$ cat src/rtl/snake_pkg.sv
// snake_pkg: shared encodings, FSM states and segment pack/unpack helpers for the snake datapath
package snake_pkg;
  localparam int COORD_W = 4;
  localparam int MAX_LEN = 3;
  localparam logic [1:0] DIR_UP = 2'd0;
  localparam logic [1:0] DIR_RIGHT = 2'd1;
  localparam logic [1:0] DIR_DOWN = 2'd2;
  localparam logic [1:0] DIR_LEFT = 2'd3;
  typedef enum logic [1:0] {IDLE, RUN, MOVE, OVER} state_t;
  function automatic logic [COORD_W-1:0] seg_get(input logic [4*COORD_W-1:0] v, input int i);
    return v[i*COORD_W +: COORD_W];
  endfunction
  function automatic logic [4*COORD_W-1:0] seg_set(input logic [4*COORD_W-1:0] v, input int i,
                                                   input logic [COORD_W-1:0] c);
    seg_set = v;
    seg_set[i*COORD_W +: COORD_W] = c;
  endfunction
endpackage

$ cat src/rtl/snake_tick_gen.sv
// snake_tick_gen: terminal-count divider emitting one tick every TICK_DIV running cycles
module snake_tick_gen #(
  parameter int TICK_DIV = 25_000_000
) (
  input  logic clk,
  input  logic rst,
  input  logic clear,
  input  logic run,
  output logic tick
);
  localparam int W = $clog2(TICK_DIV);
  logic [W-1:0] cnt;
  assign tick = run && cnt == W'(TICK_DIV - 1);
  always_ff @(posedge clk or posedge rst)
    if (rst) cnt <= '0;
    else if (clear || tick) cnt <= '0;
    else if (run) cnt <= cnt + 1'b1;
endmodule

$ cat src/rtl/snake_move_ctrl.sv
// snake_move_ctrl: game-step FSM computing head moves, growth, scoring and collisions
module snake_move_ctrl
  import snake_pkg::*;
#(
  parameter int TICK_DIV = 25_000_000,
  parameter bit WRAP = 1'b1,
  parameter logic [3:0] START_X = 4'd4,
  parameter logic [3:0] START_Y = 4'd8
) (
  input  logic        clk,
  input  logic        rst,
  input  logic        start,
  input  logic [1:0]  dir_in,
  input  logic        dir_vld,
  input  logic [3:0]  food_x,
  input  logic [3:0]  food_y,
  input  logic        food_valid,
  input  logic [15:0] body_x,
  input  logic [15:0] body_y,
  output logic [3:0]  head_x,
  output logic [3:0]  head_y,
  output logic        step,
  output logic        body_clr,
  output logic [3:0]  len,
  output logic        ate,
  output logic [7:0]  score,
  output logic        game_over
);
  state_t state, state_n;
  logic [1:0] cur_dir, pend_dir;
  logic tick, restart, move, grow, wall_hit, self_hit, hit;
  logic [3:0] cx, cy, nx, ny;
  snake_tick_gen #(.TICK_DIV(TICK_DIV)) u_tick (
    .clk(clk), .rst(rst), .clear(restart), .run(state == RUN), .tick(tick)
  );
  assign restart = start && (state == IDLE || state == OVER);
  assign move = state == MOVE;
  assign game_over = state == OVER;
  assign cx = seg_get(body_x, 0);
  assign cy = seg_get(body_y, 0);
  assign nx = pend_dir == DIR_RIGHT ? cx + 4'd1 : pend_dir == DIR_LEFT ? cx - 4'd1 : cx;
  assign ny = pend_dir == DIR_DOWN ? cy + 4'd1 : pend_dir == DIR_UP ? cy - 4'd1 : cy;
  assign wall_hit = !WRAP && ((pend_dir == DIR_RIGHT && cx == 4'd15) || (pend_dir == DIR_LEFT && cx == 4'd0) ||
                              (pend_dir == DIR_DOWN && cy == 4'd15) || (pend_dir == DIR_UP && cy == 4'd0));
  assign grow = food_valid && nx == food_x && ny == food_y;
  assign hit = wall_hit || self_hit;
  // the tail cell is vacated by this move unless the snake grows into it
  always_comb begin
    self_hit = 1'b0;
    for (int i = 1; i <= MAX_LEN; i++)
      if (seg_get(body_x, i) == nx && seg_get(body_y, i) == ny && (i < int'(len) || (grow && i == int'(len))))
        self_hit = 1'b1;
  end
  always_comb
    state_n = (state == IDLE || state == OVER) ? (start ? RUN : state) :
              state == RUN ? (tick ? MOVE : RUN) : (hit ? OVER : RUN);
  always_ff @(posedge clk or posedge rst)
    if (rst) state <= IDLE;
    else state <= state_n;
  always_ff @(posedge clk or posedge rst)
    if (rst) begin
      step <= 1'b0;
      ate <= 1'b0;
      body_clr <= 1'b0;
      len <= '0;
      score <= '0;
      head_x <= START_X;
      head_y <= START_Y;
      cur_dir <= DIR_RIGHT;
      pend_dir <= DIR_RIGHT;
    end else begin
      step <= move && !hit;
      ate <= move && !hit && grow;
      body_clr <= restart;
      if (restart) begin
        len <= '0;
        score <= '0;
        head_x <= START_X;
        head_y <= START_Y;
        cur_dir <= DIR_RIGHT;
        pend_dir <= DIR_RIGHT;
      end else begin
        if (dir_vld && (state == RUN || move) && dir_in != (cur_dir ^ 2'd2)) pend_dir <= dir_in;
        if (move) cur_dir <= pend_dir;
        if (move && !hit) begin
          head_x <= nx;
          head_y <= ny;
          if (grow) begin
            len <= len < 4'(MAX_LEN) ? len + 4'd1 : len;
            score <= score == 8'hff ? score : score + 8'd1;
          end
        end
      end
    end
endmodule

$ cat config.mk
export PLATFORM = sky130hd
export DESIGN_NAME = snake_move_ctrl
export DESIGN_NICKNAME = d
export VERILOG_FILES = /design/src/rtl/snake_pkg.sv /design/src/rtl/snake_tick_gen.sv /design/src/rtl/snake_move_ctrl.sv
export SDC_FILE = /design/constraint.sdc
export NUM_CORES = 1
export LEC_CHECK = 0
export BUFFER_PORTS_ARGS = -buffer_cell sky130_fd_sc_hd__buf_2
export CAP_MARGIN = 40
export CELL_PAD_IN_SITES_DETAIL_PLACEMENT = 1
export CELL_PAD_IN_SITES_GLOBAL_PLACEMENT = 2
export CORE_ASPECT_RATIO = 0.9
export CORE_MARGIN = 1
export CORE_UTILIZATION = 35
export CTS_CLUSTER_DIAMETER = 60
export DETAILED_ROUTE_END_ITERATION = 10
export PLACE_DENSITY_LB_ADDON = 0.25
export SLEW_MARGIN = 20
export SYNTH_ARGS = -nofsm -noshare
export SYNTH_HDL_FRONTEND = slang
export SYNTH_SLANG_ARGS = --single-unit
$ cat constraint.sdc
create_clock -name clk -period 3.7 [get_ports clk]
set_input_delay 0.555 -clock clk [delete_from_list [all_inputs] [get_ports clk]]
set_output_delay 0.555 -clock clk [all_outputs]
set_load 0.005 [all_outputs]
; After elaboration in Yosys (flattened, before gate mapping)
; Index checks and enable logic that the tools add are counted.
[op_classes]
n_addsub = 7
n_lt_le_gt_ge = 4
eq_ne = 22
muxes = 30
bitwise_logic = 1
reduce_logical = 34
[ops]
columns = operator, n
row1 = 25-bit two-way mux, 2
row2 = 4-bit two-way mux, 12
row3 = 4-bit equality test, 8
row4 = 8-bit two-way mux, 4
row5 = "25-bit by 1-bit adder with 25-bit output, second input constant", 1
row6 = "25-bit equality test, second input constant", 1
row7 = 2-bit two-way mux, 9
row8 = 1-bit logical AND, 17
row9 = "4-bit by 1-bit adder with 4-bit output, second input constant", 3
row10 = 2-bit nonzero test, 6
row11 = "8-bit by 1-bit adder with 8-bit output, second input constant", 1
row12 = "2-bit equality test, second input constant", 4
row13 = "3-bit by 4-bit equality test with 1-bit output, first input constant", 2
row14 = "8-bit equality test, second input constant", 1
row15 = "2-bit by 4-bit less-than comparator with 1-bit output, first input constant", 2
row16 = "4-bit by 1-bit subtractor with 4-bit output, second input constant", 2
row17 = 1-bit logical OR, 6
row18 = 3-bit AND reduction, 2
row19 = "2-bit by 1-bit equality test with 1-bit output, second input constant", 2
row20 = "2-bit by 4-bit equality test with 1-bit output, first input constant", 1
row21 = 2-bit zero test, 2
row22 = "1-bit by 4-bit less-than comparator with 1-bit output, first input constant", 1
row23 = "4-bit by 2-bit less-than comparator with 1-bit output, second input constant", 1
row24 = "2-bit inequality test, second input constant", 2
row25 = other kinds (4), 6
[word_totals]
register_bits = 54
output_inout_bits = 24

; Depth between registers and ports, before layout
; Gate-level depths: netlist of run 1.
[depth]
ltp_word = 16
ltp_mapped = 14

; Hierarchy
; From an unflattened synthesis of run 1, not the netlist that was laid out.
[hier_totals]
cells_unflattened = 462
area_unflattened_um2 = 4256.6
[by_module_without_submodules]
columns = mod, n_inst, cells_each, area_per_inst_um2, seq_area_each_um2
row1 = snake_move_ctrl, 1, 324, 2877.8, 730.7
row2 = snake_tick_gen, 1, 138, 1378.8, 625.6

; Worst setup path before layout of run 1
; OpenSTA, ideal clock, no wires.
[synth_timing]
path_type = input -> register
from = input body_y[1]
to = register head_x[2]
arrival_ps = 3053
slack_ps = 552
path_stages = 12
path_cell_list = buf_2 inv_1 ha_1 xor2_4 a2111o_1 o21ai_1 o311ai_1 or4_1 buf_2 o21a_1 a211oi_1 a31oi_1
[synth_via]
elab_chain_len = 14
[synth_lines]
columns = item, line
row1 = start: declaration, snake_move_ctrl.sv:19  ; input logic [15:0] body_y,
row2 = 4-bit by 1-bit subtractor with 4-bit output, snake_move_ctrl.sv:42  ; assign ny = pend_dir == DIR_DOWN ? cy + 4'd1 : pend_dir == DIR_UP ? cy - 4'd1 : cy;
row3 = 4-bit two-way mux, snake_move_ctrl.sv:42
row4 = 4-bit two-way mux (*), snake_move_ctrl.sv:42
row5 = 4-bit equality test, snake_move_ctrl.sv:45  ; assign grow = food_valid && nx == food_x && ny == food_y;
row6 = 1-bit logical AND, snake_move_ctrl.sv:45
row7 = 1-bit logical AND, snake_move_ctrl.sv:51  ; if (seg_get(body_x, i) == nx && seg_get(body_y, i) == ny && (i < int'(len) || (grow && i == int'(len))))
row8 = 1-bit logical OR, snake_move_ctrl.sv:51
row9 = 1-bit logical AND, snake_move_ctrl.sv:51
row10 = 1-bit two-way mux (2 in series), snake_move_ctrl.sv:51
row11 = 1-bit two-way mux (*), snake_move_ctrl.sv:51
row12 = 1-bit zero test (*), snake_move_ctrl.sv:85  ; if (move && !hit) begin
row13 = 1-bit logical AND (*), snake_move_ctrl.sv:85
row14 = 2-bit nonzero test (no source line) (*), -
row15 = end signal: assignment, snake_move_ctrl.sv:86  ; head_x <= nx;
row16 = end: declaration, snake_move_ctrl.sv:20  ; output logic [3:0] head_x,
; Every way passes the cells marked *; elsewhere a longest branch is shown, timed or not.
; A chain may end at the register's enable or synchronous reset.

; Worst setup path after layout of run 1
[layout_timing]
from = input body_y[0]
to = register score[0]
[layout_via]
elab_chain_len = 15
[layout_lines]
columns = item, line
row1 = 4-bit by 1-bit subtractor with 4-bit output, snake_move_ctrl.sv:42
row2 = 4-bit two-way mux, snake_move_ctrl.sv:42
row3 = 4-bit two-way mux (*), snake_move_ctrl.sv:42
row4 = 4-bit equality test, snake_move_ctrl.sv:45
row5 = 1-bit logical AND, snake_move_ctrl.sv:45
row6 = 1-bit logical AND, snake_move_ctrl.sv:51
row7 = 1-bit logical OR, snake_move_ctrl.sv:51
row8 = 1-bit logical AND, snake_move_ctrl.sv:51
row9 = 1-bit two-way mux (3 in series), snake_move_ctrl.sv:51
row10 = 1-bit zero test, snake_move_ctrl.sv:85
row11 = 1-bit logical AND, snake_move_ctrl.sv:85
row12 = 2-bit nonzero test (no source line), -
row13 = 3-bit AND reduction (no source line) (*), -
row14 = end signal: assignment, snake_move_ctrl.sv:90  ; score <= score == 8'hff ? score : score + 8'd1;
row15 = end: declaration, snake_move_ctrl.sv:26  ; output logic [7:0] score,
; Marks and branches as above.

==> key figures, run 1 <==
Synthesis
  – Cells after Synth: 409
  – Ys Warns: 0
  – Post-synthesis cell type count: 71
  – Post-synth EDFFs: 0
  – Post-synthesis instance area: 3900 µm²
  – FFs w/ async S/R, synth: 100%
  – Avg Cell Area, Syn: 9.53 µm²
  – Main synth FF type: dfrtp_1
  – Seq cells post-synth: 54
  – Syn_nets: 468
  – Sequential element share of the synthesized area: 34.8%

Global routing
  – Global-route wire length before repair: 17,000 µm
  – Largest net degree at the start of global routing: 35
  – Overall Global Routing Usage: 18.7%
  – Vias in the first global route: 3,265
  – Congestion Overflow GR: 0
  – Initial antenna violation count: 0

Timing
  – Tightest Pin Transition: 523 ps
  – Final Cycle Share: 86.0%
  – Final setup skew: 8.51 ps
  – Relative slew slack: 64.8%
  – FMAX: 0.314 GHz
  – Period minus WS final: 3180 ps
  – Final number of setup-violating endpoints: 0
  – Final Hold Violating Endpoints: 0
  – Final setup TNS: 0 ps
  – Final Max Tran Viols: 0
  – RSZ-0062 raised after global routing: no

Clock tree
  – H-tree depth: 2
  – Clock Tree Root: clkbuf_16
  – Skew-Pair Late Insertion Delay: 300 ps
  – Clock slew at reported path FFs: 70 ps
  – Sink Count: 54
  – Clock buffer depth: 2
  – CTS Buf Count: 5
  – Post-cts resize count: 0
  – CTS tree: yes
  – Post-CTS setup buffer count: 0
  – Hold_buf cts: 0

Routing
  – Post-route ant nets: 0
  – Drc violations: 0
  – Wire per inst: 16.2 µm
  – Via count: 3,220
  – Via/cell ratio: 5.13
  – Routed WL: 10,200 µm
  – 1st-iter DRT viols: 101
  – Drt pass-1 iters: 4

Floorplanning
  – Ports: 71
  – Core box area: 10,900 µm²
  – Die X: 113 µm
  – Die Ht: 102 µm
  – Num rows: 36
  – Initial Util: 35.9%
  – Area of the die: 11,600 µm²

Layout
  – Layout Area Growth over Synthesis: 17.9%
  – Most frequent cells in the layout: buf_2, dfrtp_1, nor2_1
  – Final core utilization: 42.3%
  – Share of post-route cells with drive strength above 1: 23.1%
  – ANT cells: 0
  – FILL cells: 1,274
  – Commonest non-fill, non-tap cell in the layout: buf_2
  – Nets: 534

Worst setup path
  – Critical path origin: body_y[0]
  – Crit path max fanout: 12
  – Cells on worst reg2reg path: 10
  – Cell Chain, Critical Path: buf_2 > inv_1 > ha_1 > xor2_4 > a2111o_1 > o21ai_1 > o311ai_1 > or4_1 > nand4_1 > buf_4 > or2_2 > mux2i_1
  – Critical Path AT: 3400 ps
  – Buf/Inv on CP: 3
  – Worst path slowest cell: or4_1
  – Worst path max stage delay: 660 ps
  – CP Capture Type: register
  – CP Data Required Time: 3920 ps
  – Critical path class: input port to register
  – CP startpoint kind: input port
  – Crit path depth: 12
  – Kind of cell adding the most delay to the critical path: simple AND/OR/NAND/NOR gates
  – Reg2Reg Launch Point: pend_dir[1]

Place
  – # port buffers: 70
  – Final GP Congestion: 0.815
  – Hpwl dp: 8060 µm

Power and ir drop
  – Cell area power density: 338 nW/µm²
  – Leak: 2.19 nW
  – Worst VDD drop: 0.174 mV

Run
  – Max_cap viols: 0

Run status
  – Status: complete, no violations

Hold path
  – Hold Path Class: input port to asynchronous set/reset pin
## stage by stage
| stage | hold WS [ps] | power, mW | instance area (µm²) | cells | setup slack, ps |
|---|---|---|---|---|---|
| global placement | 513 | 1.00 | 4380 | 618 | 263 |
| detailed placement | 528 | 1.01 | 4400 | 619 | 201 |
| floorplan | 498 | 0.921 | 3900 | 409 | 552 |
| CTS | 419 | 1.57 | 4570 | 627 | 498 |
| global route | 243 | 1.64 | 4600 | 628 | 368 |
| finish | 226 | 1.55 | 4600 | 628 | 518 |
## worst paths after layout
path / endpoint / slack (ps)
setup / recovery: score[0] / 520
hold / removal: cur_dir[1] / 230
setup reg to reg: score[3] / 690
hold reg to reg: score[2] / 530
max in group asynchronous: head_x[2] / 2660
min in group clk: score[2] / 530
## layout make-up
type | count | area, µm² | share of cell area, %
Timing Repair Buffer | 81 | 460 | 10.0
Multi-Input combinational cell | 317 | 2360 | 51.3
Tap cell | 152 | 190 | 4.14
Sequential cell | 54 | 1360 | 29.5
Inverter | 16 | 60.1 | 1.31
Clock inverter | 3 | 47.5 | 1.03
Clock buffer | 5 | 125 | 2.72
## power breakdown
group	internal (mW)	total (mW)	leakage (nW)	switching (mW)
clock	0.323	0.553	0.0844	0.229
sequential	0.629	0.670	0.708	0.0414
combinational	0.160	0.331	1.40	0.171
## sequential cells by signal (all words and copies together) (netlist names)
register	count
head_x	4
state	2
u_tick.cnt	25
score	8
step	1
body_clr	1
ate	1
head_y	4
cur_dir	2
pend_dir	2
len	4
## Yosys cell counts, types with 6 or more instances
cell type | number | area (µm²)
dfrtp_1 | 50 | 1250
nor2_1 | 45 | 169
nand2_1 | 29 | 109
xor2_1 | 28 | 245
xnor2_1 | 23 | 201
nand3_1 | 17 | 85.1
inv_1 | 16 | 60.1
a21oi_1 | 13 | 65.1
ha_1 | 12 | 150
mux2i_1 | 10 | 100
nand2b_1 | 10 | 62.6
and3_1 | 9 | 56.3
nor3_1 | 9 | 45.0
xnor3_1 | 9 | 203
nand4_1 | 8 | 50.1
and2_1 | 7 | 43.8
buf_2 | 7 | 35.0
clkbuf_1 | 7 | 26.3
o21ai_0 | 7 | 35.0
a211oi_1 | 6 | 45.0
## routing by layer
metal	up-vias	GRT usage (%)	part of all wire, %
met5	-	0	0
met4	0	4.05	0.62
met3	4	2.97	2.5
met2	41	29.2	44
met1	1599	27.4	53
li1	1576	-	-
## logic make-up (layout without fill, tap and decap cells)
group	after synthesis	count (layout)	share of synthesized area, %
simple gates	168	168	23.2
compound gates	63	63	12.0
mux	11	11	2.86
xor+xnor	63	63	18.6
buf+inv	38	105	4.78
flops	54	54	34.8
fa+ha+maj	12	12	3.85
Power figures use the tool's default switching activity.
==> inputs of run 2 (changes only) <==
ABC_AREA = 1   (was default)
CELL_PAD_IN_SITES_DETAIL_PLACEMENT = 0   (was 1)
CELL_PAD_IN_SITES_GLOBAL_PLACEMENT = 1   (was 2)
CORE_UTILIZATION = 40   (was 35)
==> run 2 against run 1 <==
- cell count grew 20%
- routed wire length shrank 4.2%
- power shrank 12%
- first-iteration DRC count grew 57%
- sequential share of layout area grew 1.0 points
- register-to-register slack gained 330 ps
- non-clock buffer count shrank 7
- final area shrank 3.4%
- flip-flop and latch count is the same
- clock-buffer cell count grew 1
- maximum frequency grew 19%
- synthesized area shrank 0.67%
==> key figures, run 2 <==
Clock tree
  – CTS Buf Count: 5
  – CTS tree: yes
  – Post-CTS setup buffer count: 0
  – Hold_buf cts: 0
  – Clock Tree Root: clkbuf_8
  – Sink Count: 54
  – Skew-Pair Late Insertion Delay: 310 ps
  – Clock buffer depth: 2
  – H-tree depth: 2
  – Post-cts resize count: 0
  – Clock slew at reported path FFs: 110 ps

Place
  – # port buffers: 70
  – Final GP Congestion: 0.831
  – Cell Area, Placed: 4350 µm²
  – Hpwl dp: 7820 µm

Power and ir drop
  – Worst VDD drop: 0.167 mV
  – Reg power frac: 51.8%
  – Sw Ratio: 33.4%
  – Gate power share: 24.0%
  – Cell area power density: 309 nW/µm²
  – Switching power: 0.458 mW
  – Clock network fraction of total power: 24.2%
  – Leak: 2.35 nW
  – Internal power: 0.912 mW

Global routing
  – Global routing met2 resource utilization: 31.2%
  – Grt met1 use: 31.5%
  – Initial antenna violation count: 0
  – Grt peak-use layer: met1
  – Overall Global Routing Usage: 20.5%
  – Global-route wire length before repair: 16,400 µm
  – Congestion Overflow GR: 0
  – Met3 Track Usage GR: 2.67%
  – Largest net degree at the start of global routing: 27
  – Vias in the first global route: 3,360

Routing
  – Drt pass-1 iters: 5
  – Wire per inst: 12.9 µm
  – Routed WL: 9760 µm
  – 1st-iter DRT viols: 159
  – Via/cell ratio: 4.97
  – Via count: 3,748
  – Post-route ant nets: 0
  – Drc violations: 0

Synthesis
  – Top post-synthesis cells by count: nand2_1, inv_1, nor2_1, nand3_1, dfrtp_1
  – Cells after Synth: 561
  – Post-synthesis instance area: 3870 µm²
  – Yosys top cell by area: dfrtp_1
  – Avg Cell Area, Syn: 6.90 µm²
  – Synth top area share: 32.3%
  – Main synth FF type: dfrtp_1
  – Post-synth EDFFs: 0
  – Seq cells post-synth: 54
  – Dominant cells by area after synthesis: dfrtp_1, nand2_1, nand3_1
  – Syn_nets: 620
  – Ys Warns: 0
  – FFs w/ async S/R, synth: 100%
  – Post-synthesis cell type count: 38
  – Most common cell in the netlist: nand2_1
  – Sequential element share of the synthesized area: 35.0%

Floorplanning
  – Ports: 71
  – Initial Util: 41.9%
  – Area of the die: 10,100 µm²
  – Num rows: 33
  – Die Ht: 95.3 µm
  – Core box area: 9250 µm²
  – Die X: 106 µm

Timing
  – Final Max Tran Viols: 0
  – FMAX: 0.373 GHz
  – Final setup TNS: 0 ps
  – Final number of setup-violating endpoints: 0
  – Period minus WS final: 2680 ps
  – Final setup skew: 14.9 ps
  – Final Hold Violating Endpoints: 0
  – Final Cycle Share: 72.4%
  – Tightest Pin Transition: 653 ps
  – RSZ-0062 raised after global routing: no
  – Relative slew slack: 56.3%

Layout
  – Nets: 690
  – Fin area: 4440 µm²
  – Most frequent cells in the layout: nand2_1, inv_1, nor2_1
  – Share of post-route cells with drive strength above 1: 17.7%
  – ANT cells: 0
  – Commonest non-fill, non-tap cell in the layout: nand2_1
  – FILL cells: 980
  – Layout Area Growth over Synthesis: 14.6%
  – Top flop regs: u_tick.cnt x25, score x8
  – Most flops, register: u_tick.cnt
  – Max FFs per register: 25

Worst setup path
  – R2r setup slk: 1020 ps
  – Critical Path AT: 2900 ps
  – CP startpoint kind: register
  – CP Capture Type: register
  – CP Data Required Time: 3920 ps
  – Crit path max fanout: 12
  – Critical path class: register to register

Hold path
  – Hold Path Class: input port to asynchronous set/reset pin

Run
  – Max_cap viols: 0

Run status
  – Status: complete, no violations
[run 2: layer usage]
layer	share of wire, %	vias to the layer above
met1	53	1725
li1	-	1949
met5	0	-
met3	3.9	2
met2	43	72
met4	0.36	0
[run 2: metrics by stage]
stage          cells  setup WS, ps  power (mW)  utilization, %  hold WS (ps)
2_1_floorplan    561          1420       0.942               -           479
3_3_place_gp     745           889        1.05            46.8           490
3_5_place_dp     746           871        1.05            47.1           496
4_1_cts          754          1060        1.38            48.0           206
5_1_grt          754           744        1.47            48.0           207
6_report         754          1020        1.37            48.0           197
[run 2: cells by family after synthesis]
logic type,count (synthesis),share of synthesized area (%)
compound gates,49,7.08
buf+inv,88,9.18
xor+xnor,21,4.75
flops,54,35.0
simple gates,337,40.1
fa+ha+maj,12,3.88
[run 2: worst paths after layout]
check                          start              to  cells past startpoint
hold reg to reg            head_x[2]       head_x[2]                      2
setup / recovery            state[1]  u_tick.cnt[23]                     11
max in group asynchronous        rst      cur_dir[0]                      3
setup reg to reg            state[1]  u_tick.cnt[23]                     11
hold / removal                   rst   u_tick.cnt[5]                      2
min in group clk           head_x[2]       head_x[2]                      2
[run 2: cell type report]
| cell class | instances | area, µm² | area share, % |
|---|---|---|---|
| clock buffer | 6 | 72.6 | 1.64 |
| clock inverter | 2 | 13.8 | 0.310 |
| inverter | 77 | 289 | 6.51 |
| multi-input combinational | 419 | 2160 | 48.7 |
| sequential | 54 | 1360 | 30.6 |
| tap | 122 | 153 | 3.44 |
| timing repair buffer | 74 | 393 | 8.85 |
[run 2: critical path, cell delays in order, from the launching register on]
cell and delay, ps:
dfrtp_1 410, inv_1 80, ha_1 340, inv_1 260, nor4_1 350, nand2_1 90, nor2_1 110, a31oi_1 240
nand2_1 180, nand4_1 160, o21ai_0 190, nor3b_1 190
[run 2: power by group through the flow]
stage	Sequential (mW)	Combinational, mW	Clock (mW)
after floorplan	0.703	0.239	0
after global placement	0.721	0.324	0
after detailed placement	0.719	0.330	0
after CTS	0.709	0.330	0.343
after global routing	0.721	0.378	0.370
final	0.710	0.328	0.332
==> inputs of run 3 (changes only) <==
ABC_AREA = 0   (was 1)
CORE_UTILIZATION = 39   (was 40)
clock period = 2.3 ns   (was 3.7 ns; I/O delays follow)
==> run 3 against run 2 <==
- the run now ends with negative setup slack left
- cell count decreased by 12%
- non-clock buffer count increased by 67
- combinational power increased by 110%
- first-iteration DRC count decreased by 13%
- via count decreased by 8.8%
- die area increased by 3.2%
- register-to-register slack got worse by 1500 ps
- largest power group unchanged
==> key figures, run 3 (synthesis results as in run 1) <==
Global routing
  – Global-route wire length before repair: 16,500 µm
  – Largest net degree at the start of global routing: 55
  – Vias in the first global route: 3,427
  – Overall Global Routing Usage: 19.9%
  – Congestion Overflow GR: 0
  – Initial antenna violation count: 0

Worst setup path
  – Cells on worst reg2reg path: 11
  – CP Data Required Time: 2540 ps
  – Crit path max fanout: 5
  – CP Capture Type: register
  – Critical Path AT: 2980 ps
  – CP startpoint kind: register
  – Critical path class: register to register

Layout
  – Layout Area Growth over Synthesis: 36.5%
  – FILL cells: 898
  – Most flops, register: u_tick.cnt
  – Share of post-route cells with drive strength above 1: 39.4%
  – Top flop regs: u_tick.cnt x25, score x8
  – Reg area: 1360 µm²
  – Max FFs per register: 25
  – Final core utilization: 54.9%
  – Most frequent cells in the layout: buf_2, buf_4, dfrtp_1
  – ANT cells: 0
  – Nets: 594
  – Commonest non-fill, non-tap cell in the layout: buf_2
  – Multi-input logic area: 2650 µm²

Timing
  – Tightest Pin Transition: 1040 ps
  – Final Cycle Share: 119%
  – Final Max Tran Viols: 0
  – Relative slew slack: 30.6%
  – Final setup skew: 10.3 ps
  – FMAX: 0.365 GHz
  – Period minus WS final: 2740 ps
  – Final number of setup-violating endpoints: 21
  – WHS: 196 ps
  – Worst setup margin: -437 ps
  – Final Hold Violating Endpoints: 0
  – RSZ-0062 raised after global routing: yes

Clock tree
  – Clock Tree Root: clkbuf_8
  – H-tree depth: 2
  – Clock buffer depth: 2
  – Hold_buf cts: 0
  – Clock slew at reported path FFs: 100 ps
  – CTS tree: yes
  – Sink Count: 54
  – Skew-Pair Late Insertion Delay: 310 ps
  – CTS Buf Count: 5

Place
  – Hpwl dp: 7450 µm
  – Final GP Congestion: 0.803
  – # port buffers: 70

Hold path
  – Hold Path Class: input port to asynchronous set/reset pin

Floorplanning
  – Core box area: 9700 µm²
  – Ports: 71
  – Initial Util: 40.2%
  – Die X: 107 µm
  – Num rows: 34
  – Area of the die: 10,400 µm²
  – Die Ht: 96.9 µm

Run status
  – Status: complete, but fails checks
  – Failing checks: negative setup slack

Routing
  – Drc violations: 0
  – Post-route ant nets: 0
  – 1st-iter DRT viols: 139
  – Wire per inst: 15.0 µm
  – Routed WL: 9940 µm
  – Via count: 3,420
  – Via/cell ratio: 5.17
  – Drt pass-1 iters: 4

Power and ir drop
  – Leak: 2.55 nW
  – Worst VDD drop: 0.375 mV
  – Cell area power density: 457 nW/µm²

Run
  – Max_cap viols: 0
==> run 3: worst paths after layout <==
path / from / to / slack [ps]
worst max-delay path: pend_dir[1] / head_x[1] / -440
worst min-delay path: rst / u_tick.cnt[0] / 200
worst max register to register: pend_dir[1] / head_x[1] / -440
worst min register to register: head_x[1] / head_x[1] / 560
max in group asynchronous: rst / pend_dir[1] / 1610
min in group clk: dir_in[1] / pend_dir[1] / 310
==> run 3: final cells by class <==
| cell class | count | share of cell area [%] |
|---|---|---|
| well taps | 126 | 2.96 |
| inverters | 16 | 1.13 |
| flip-flops and latches | 54 | 25.6 |
| clock buffers | 6 | 1.55 |
| clock inverters | 2 | 0.729 |
| repair buffers | 141 | 18.3 |
| multi-input cells | 317 | 49.8 |
==> run 3: repair_timing <==
item                                   in CTS  in global routing
gates cloned                                1                  1
setup endpoints to repair                  21                 21
endpoints found under the hold margin       0                  0
gates resized for setup                    17                 36
pin swaps                                  15                 21
setup buffers                               3                 10
==> run 3: layer usage <==
layer | routed length, µm | global-route usage, % | up-vias
met5 | 0 | 0 | -
li1 | - | - | 1691
met2 | 4650 | 31.7 | 47
met1 | 4980 | 29.0 | 1678
met3 | 251 | 2.83 | 4
met4 | 63 | 3.37 | 0
==> run 3: per-stage QoR <==
step                      setup TNS, ps  setup WS (ps)  instance area (µm²)  instances  total power [mW]
after floorplan                   -7870           -477                 4020        409              1.50
after global placement           -10630           -598                 4790        640              1.70
after detailed placement         -11570           -647                 4790        640              1.71
after CTS                         -8400           -505                 5050        651              2.42
after global routing              -9250           -521                 5320        662              2.59
final                             -7630           -437                 5320        662              2.43
==> run 3: report_power, final <==
group	switching (mW)	leakage (nW)	internal (mW)
clock	0.324	0.0618	0.359
combinational	0.315	1.78	0.362
sequential	0.0620	0.707	1.01
==> run 3: critical path: stages, from the launching register on <==
cell and delay [ps]:
dfrtp_2 430, buf_8 130, and4b_2 240, o21a_4 250, buf_6 120, o221ai_4 170, nor4_4 80, buf_4 150
or3_4 420, a2bb2oi_4 170, or4_1 400, o21ai_1 90
